### src/rtl/spi_ctrl_pkg.sv
// Shared constants for the SPI frame sequencer: FSM encoding, header defaults, frame width/type codes.
package spi_ctrl_pkg;

  localparam int FRAME_W = 16;

  localparam logic [7:0] HDR_SAMPLE_DFLT = 8'hA5;
  localparam logic [7:0] HDR_COEF_DFLT   = 8'hC3;

  localparam logic TYPE_SAMPLE = 1'b0;
  localparam logic TYPE_COEF   = 1'b1;

  localparam logic [2:0] IDLE   = 3'd0;
  localparam logic [2:0] GET_HI = 3'd1;
  localparam logic [2:0] GET_LO = 3'd2;
  localparam logic [2:0] HOLD   = 3'd3;
  localparam logic [2:0] SKIP   = 3'd4;

endpackage

### src/rtl/sync_edge.sv
// N-flop synchroniser with a registered one-cycle rising-edge pulse.
// Latency: raw rise to pulse is STAGES+1 clocks; no backpressure (free-running).
module sync_edge #(
  parameter int STAGES = 2
) (
  input  logic clk,
  input  logic rst_n,
  input  logic din,
  output logic rise
);

  logic [STAGES-1:0] sync_q;
  logic              prev_q;

  always_ff @(posedge clk or negedge rst_n) begin
    if (!rst_n) begin
      sync_q <= '0;
      prev_q <= 1'b0;
      rise   <= 1'b0;
    end else begin
      sync_q <= {sync_q[STAGES-2:0], din};
      prev_q <= sync_q[STAGES-1];
      rise   <= sync_q[STAGES-1] & ~prev_q;
    end
  end

endmodule

### src/rtl/spi_frame_ctrl.sv
// Parses synchronised SPI bytes (header, hi, lo) into typed 16-bit frames on a valid/ready output.
// Frame_Valid rises 1 clock after the last byte strobe; while held, further bytes are dropped with Overrun.
module spi_frame_ctrl
  import spi_ctrl_pkg::*;
#(
  parameter int         SYNC_STAGES = 2,
  parameter logic [7:0] HDR_SAMPLE  = HDR_SAMPLE_DFLT,
  parameter logic [7:0] HDR_COEF    = HDR_COEF_DFLT,
  parameter int         TIMEOUT_CYC = 4096
) (
  input  logic               Clk,
  input  logic               Rst_n,
  input  logic               SSPIF,
  input  logic [7:0]         Byte_In,
  input  logic               SS,
  output logic [FRAME_W-1:0] Frame_Data,
  output logic               Frame_Type,
  output logic               Frame_Valid,
  input  logic               Frame_Ready,
  output logic               Frame_Err,
  output logic               Overrun,
  output logic               Busy,
  output logic [FRAME_W-1:0] Frame_Count
);

  localparam int CW = $clog2(TIMEOUT_CYC);
  // Compared before incrementing, so the error fires on the edge the count reaches TIMEOUT_CYC-1.
  localparam logic [CW-1:0] TO_LAST = CW'(TIMEOUT_CYC - 2);

  logic               byte_stb;
  logic               ss_rise;
  logic [2:0]         state;
  logic [7:0]         byte_q;
  logic               type_q;
  logic [CW-1:0]      tcnt;
  logic [FRAME_W-1:0] frame_count;

  sync_edge #(.STAGES(SYNC_STAGES)) u_sspif_sync (
    .clk   (Clk),
    .rst_n (Rst_n),
    .din   (SSPIF),
    .rise  (byte_stb)
  );

  sync_edge #(.STAGES(SYNC_STAGES)) u_ss_sync (
    .clk   (Clk),
    .rst_n (Rst_n),
    .din   (SS),
    .rise  (ss_rise)
  );

  always_ff @(posedge Clk or negedge Rst_n) begin
    if (!Rst_n) begin
      state       <= IDLE;
      byte_q      <= '0;
      type_q      <= TYPE_SAMPLE;
      tcnt        <= '0;
      Frame_Data  <= '0;
      Frame_Type  <= TYPE_SAMPLE;
      Frame_Valid <= 1'b0;
      Frame_Err   <= 1'b0;
      Overrun     <= 1'b0;
      frame_count <= '0;
    end else begin
      Frame_Err <= 1'b0;
      Overrun   <= 1'b0;
      tcnt      <= '0;
      if (byte_stb) byte_q <= Byte_In;

      case (state)
        IDLE: begin
          if (byte_stb) begin
            if (ss_rise) begin
              Frame_Err <= 1'b1;
            end else if (Byte_In == HDR_SAMPLE || Byte_In == HDR_COEF) begin
              type_q <= (Byte_In == HDR_COEF) ? TYPE_COEF : TYPE_SAMPLE;
              state  <= GET_HI;
            end else begin
              Frame_Err <= 1'b1;
              state     <= SKIP;
            end
          end
        end

        GET_HI, GET_LO: begin
          // A byte arriving with deselect is consumed first; only a completing byte survives the abort.
          if (byte_stb) begin
            if (state == GET_LO) begin
              Frame_Data  <= {byte_q, Byte_In};
              Frame_Type  <= type_q;
              Frame_Valid <= 1'b1;
              state       <= HOLD;
            end else if (ss_rise) begin
              Frame_Err <= 1'b1;
              state     <= IDLE;
            end else begin
              state <= GET_LO;
            end
          end else if (ss_rise || tcnt == TO_LAST) begin
            Frame_Err <= 1'b1;
            state     <= IDLE;
          end else begin
            tcnt <= tcnt + CW'(1);
          end
        end

        HOLD: begin
          if (byte_stb) Overrun <= 1'b1;
          if (Frame_Valid && Frame_Ready) begin
            Frame_Valid <= 1'b0;
            frame_count <= frame_count + FRAME_W'(1);
            state       <= IDLE;
          end
        end

        SKIP: begin
          if (ss_rise) state <= IDLE;
        end

        default: state <= IDLE;
      endcase
    end
  end

  assign Busy        = (state != IDLE);
  assign Frame_Count = frame_count;

endmodule

### config.mk
export PLATFORM = sky130hd
export DESIGN_NAME = spi_frame_ctrl
export DESIGN_NICKNAME = d
export VERILOG_FILES = /design/src/rtl/spi_ctrl_pkg.sv /design/src/rtl/sync_edge.sv /design/src/rtl/spi_frame_ctrl.sv
export SDC_FILE = /design/constraint.sdc
export NUM_CORES = 1
export LEC_CHECK = 0
export CAP_MARGIN = 20
export CORE_MARGIN = 8
export CORE_UTILIZATION = 45
export CTS_BUF_LIST = sky130_fd_sc_hd__clkbuf_4
export CTS_CLUSTER_SIZE = 10
export DETAILED_ROUTE_END_ITERATION = 10
export HOLD_SLACK_MARGIN = 0.1
export PLACE_DENSITY = 0.71
export SLEW_MARGIN = 20
export SYNTH_ARGS = -nofsm -noshare
export SYNTH_HDL_FRONTEND = slang
export SYNTH_SLANG_ARGS = --single-unit
### constraint.sdc
create_clock -name Clk -period 2 [get_ports Clk]
set_input_delay 0.2 -clock Clk [delete_from_list [all_inputs] [get_ports Clk]]
set_output_delay 0.2 -clock Clk [all_outputs]
set_load 0.05 [all_outputs]
==> summary.md <==
| Metric | Value |
|---|---|
| Layout overhead on the synthesized area | `27.2%` |
| Sinks on Clock Net | `68` |
| Final Cell Area | `~3600 um2` |
| Vias in the first global route | `between 1.5k and 2k` |
| Count of antenna diodes in the layout | `0` |
| Share of layout cells above drive strength 1 | `a little under a fifth` |
| Clock tree root driver cell | `sky130_fd_sc_hd__clkbuf_4` |
| Worst Clk Skew | `0.0127 ns` |
| Number of buffers added to fix hold violations after cts | `1` |
| Aggregate routed wire length | `between 5000 and 6000 um` |
| Kind of critical path | `flop to primary output` |
| Slew @ Worst Pin | `roughly 0.52 ns` |
| Slowest-stage cell, CP | `sky130_fd_sc_hd__clkdlybuf4s50_1` |
| Initial Util | `about 45%` |
| Number of max-cap violations | `0` |
| Reg2Reg Capture Point | `state[0]` |
| Detail-routed net length per standard cell | `13.8 um` |
| Worst hold path class | `primary input to flop` |
| Crit path setup slack, layout | `0.115 ns` |
| Avg Inst Size Synth | `about 12 um2` |
| Synthesized area | `approximately 2800 um2` |
| Number of detailed-routing iterations run before antenna repair | `4` |
| Count of endpoints failing hold in the final timing report | `0` |
| Core outline area | `approximately 6200 um2` |
| Most frequent standard cell in the layout excluding fill and tap cells | `sky130_fd_sc_hd__dfrtp_1` |
| Run status | `complete, no violations` |
| Worst path top cell family by delay | `buffers and inverters` |
| Maximum clock path buffer count | `2` |
| Number of H-tree levels | `3` |
| Wire length of the first global-routing pass | `roughly 9000 um` |
| Maximum clock frequency | `roughly 0.53 GHz` |
| Total CTS buffers | `9` |
| X dimension of the die | `95.2 um` |
| Worst-case register-to-register setup slack | `between 0.1 and 0.15 ns` |
| Vias per inst | `roughly 5.0` |
| CP cell instances | `clkdlybuf4s50_1` |
| Distinct cells, synth | `31` |
| Warnings from Yosys | `0` |
| Unrepaired setup endpoints after global routing | `no` |
| Vias post-DR | `about 1.9k` |
| Count of unresolved DRC violations after routing | `0` |
| Final number of max-transition violations | `0` |
| WP data arrival | `about 1.7 ns` |
| Launching element of the worst setup path | `Frame_Count[3]` |
| Number of register bits inferred by synthesis | `68` |
| Power density over the cells | `748 nW/um2` |
| Placer Congestion | `between 0.8 and 0.9` |
| First-iteration detailed-routing DRC count | `120` |
| Die height | `95.2 um` |
| Skew-Pair Late Insertion Delay | `0.40 ns` |
| Total global-route track usage | `12.7%` |
| Pin count of the biggest net entering global routing | `approximately 70` |
| Core occupancy in the finished layout | `slightly below 60%` |
| Synth Instances | `between 200 and 250` |
| Post-route antenna net violation count | `0` |
| CP Capture Type | `primary output` |
| Commonest cells after routing, fill and taps aside | `sky130_fd_sc_hd__dfrtp_1, sky130_fd_sc_hd__clkdlybuf4s50_1, sky130_fd_sc_hd__nor2_1, sky130_fd_sc_hd__mux2_2, sky130_fd_sc_hd__xnor2_1` |
| Accumulated negative setup slack | `0 ns` |
| Syn Nets | `between 200 and 250` |
| Num rows | `29` |
| Final-stage net count | `roughly 310` |
| Beginning of the worst register-to-register path | `tcnt[4]` |
| Critical path buffers and inverters | `1` |
| Top-Level Pins | `50` |
| Worst Reg2Reg Path Length in Cells | `5` |
| Post-placement cell area | `3450 um2` |
| Number of input and output port buffers inserted | `roughly 50` |
| Filler instances | `514` |
| Leakage | `1.64 nW` |
| Final critical-path required period | `between 1.5 and 2 ns` |
| Pre-CTS setup slack | `0.0465 ns` |
| Post-cts sizing count | `0` |
| Capturing instance or port of the critical path | `Frame_Count[3]` |
| Floorplan die area | `approximately 9000 um2` |
| Worst voltage drop across the vdd grid | `between 300 and 400 uV` |
| Setup violations, final | `0` |
| Total global routing overflow | `0` |
| Antenna violations before repair | `0` |
| Relative max-transition margin | `between 60% and 70%` |
| HPWL reported at the end of detailed placement | `~3700 um` |
| Post-CTS Setup Inserts | `0` |
| Largest fanout on the critical path | `5` |
| Startpoint types | `flop` |
| Clock tree from TritonCTS | `done` |
| Clk pin slew, worst setup/hold paths | `roughly 0.11 ns` |
| Worst path max stage delay | `between 0.8 and 0.9 ns` |
| Total stage count of the critical path | `1` |
| Sequential cell area fraction in the yosys report | `slightly above 60%` |
| Portion of the clock cycle consumed by the worst path in the final layout | `a little over nine tenths` |
| Required time at the endpoint of the critical path | `1.80 ns` |
==> worst min path at each step <==
| stage | slack (ns) | startpoint | end | depth (start not counted) |
|---|---|---|---|---|
| after floorplan | -0.1 | Rst_n | Frame_Count[0] | 0 |
| after global placement | 0.24 | Rst_n | Frame_Data[12] | 2 |
| after detailed placement | 0.25 | Rst_n | Frame_Data[4] | 2 |
| after CTS | 0.20 | SSPIF | u_sspif_sync.sync_q[0] | 1 |
| after global routing | 0.20 | SSPIF | u_sspif_sync.sync_q[0] | 1 |
| final | 0.23 | SSPIF | u_sspif_sync.sync_q[0] | 1 |
==> cell usage after synthesis (all sizes together) <==
| master | instances | area share, % |
|---|---|---|
| dfrtp | 68 | 60 |
| nor2 | 28 | 3.8 |
| mux2 | 27 | 11 |
| nand3 | 15 | 2.8 |
| xnor2 | 15 | 4.7 |
| nand2 | 14 | 1.9 |
| xor2 | 11 | 3.4 |
| inv | 9 | 1.2 |
| nor3 | 7 | 1.2 |
| o21ai | 5 | 0.89 |
| nand4 | 4 | 1.1 |
| buf | 3 | 0.53 |
| ha | 3 | 1.3 |
| nor2b | 3 | 0.67 |
| nor4bb | 3 | 1.1 |
| and3 | 2 | 0.44 |
| and4 | 2 | 0.62 |
| clkbuf | 2 | 0.27 |
| nand3b | 2 | 0.53 |
| o31ai | 2 | 0.53 |
| a21o | 1 | 0.27 |
| a21oi | 1 | 0.18 |
| nand2b | 1 | 0.22 |
| nor4b | 1 | 0.31 |
| o211ai | 1 | 0.27 |
| o22ai | 1 | 0.22 |
| or4 | 1 | 0.40 |
==> cells by family (layout without fill, tap and decap cells) <==
group / Yosys count / count (layout) / share of synthesized area (%)
mux: 27 / 27 / 10.8
buf+inv: 14 / 82 / 2.00
simple gates: 83 / 83 / 15.1
xor+xnor: 26 / 26 / 8.07
flops: 68 / 68 / 60.3
fa+ha+maj: 3 / 3 / 1.33
compound gates: 11 / 11 / 2.35
==> worst register-to-register path: stages (launching register included) <==
cell	delay [ns]
sky130_fd_sc_hd__dfrtp_1	0.44
sky130_fd_sc_hd__nand4_2	0.17
sky130_fd_sc_hd__or4_4	0.57
sky130_fd_sc_hd__nand3_2	0.08
sky130_fd_sc_hd__and3_1	0.17
sky130_fd_sc_hd__mux2_1	0.32
==> through the flow <==
step	instances	power, mW	hold WS [ns]
6_report	377	2.68	0.229
5_1_grt	377	2.81	0.201
4_1_cts	377	2.72	0.200
3_5_place_dp	361	1.86	0.246
3_3_place_gp	361	1.85	0.245
2_1_floorplan	232	1.71	-0.0956
==> layer usage <==
layer | vias up | GRT usage, % | share of wire (%)
li1 | 914 | - | -
met1 | 928 | 14.8 | 44
met2 | 38 | 20.0 | 47
met3 | 13 | 3.46 | 6.2
met4 | 0 | 8.58 | 2.8
met5 | - | 0 | 0
==> state kept, by name (all words and copies together) (netlist names) <==
name	cells
Overrun	1
u_sspif_sync.prev_q	1
u_sspif_sync.sync_q	2
u_ss_sync.rise	1
Frame_Data	16
Frame_Valid	1
Frame_Type	1
byte_q	8
state	3
u_ss_sync.sync_q	2
Frame_Err	1
Frame_Count	16
tcnt	12
u_ss_sync.prev_q	1
type_q	1
u_sspif_sync.rise	1
==> where the power goes <==
group | switching (mW) | internal, mW | total [mW]
Sequential | 0.0465 | 1.43 | 1.48
Combinational | 0.214 | 0.140 | 0.354
Clock | 0.464 | 0.385 | 0.849
Total | 0.725 | 1.96 | 2.68
==> final cells by class <==
class / count / area, um2 / share of cell area, %
timing repair buffer: 58 / 566 / 15.8
tap: 77 / 96.3 / 2.68
inverter: 9 / 33.8 / 0.941
clock buffer: 10 / 75.1 / 2.09
sequential: 68 / 1700 / 47.4
clock inverter: 5 / 53.8 / 1.50
multi-input combinational: 150 / 1060 / 29.6
No activity file was read; power rests on OpenSTA's default activity.
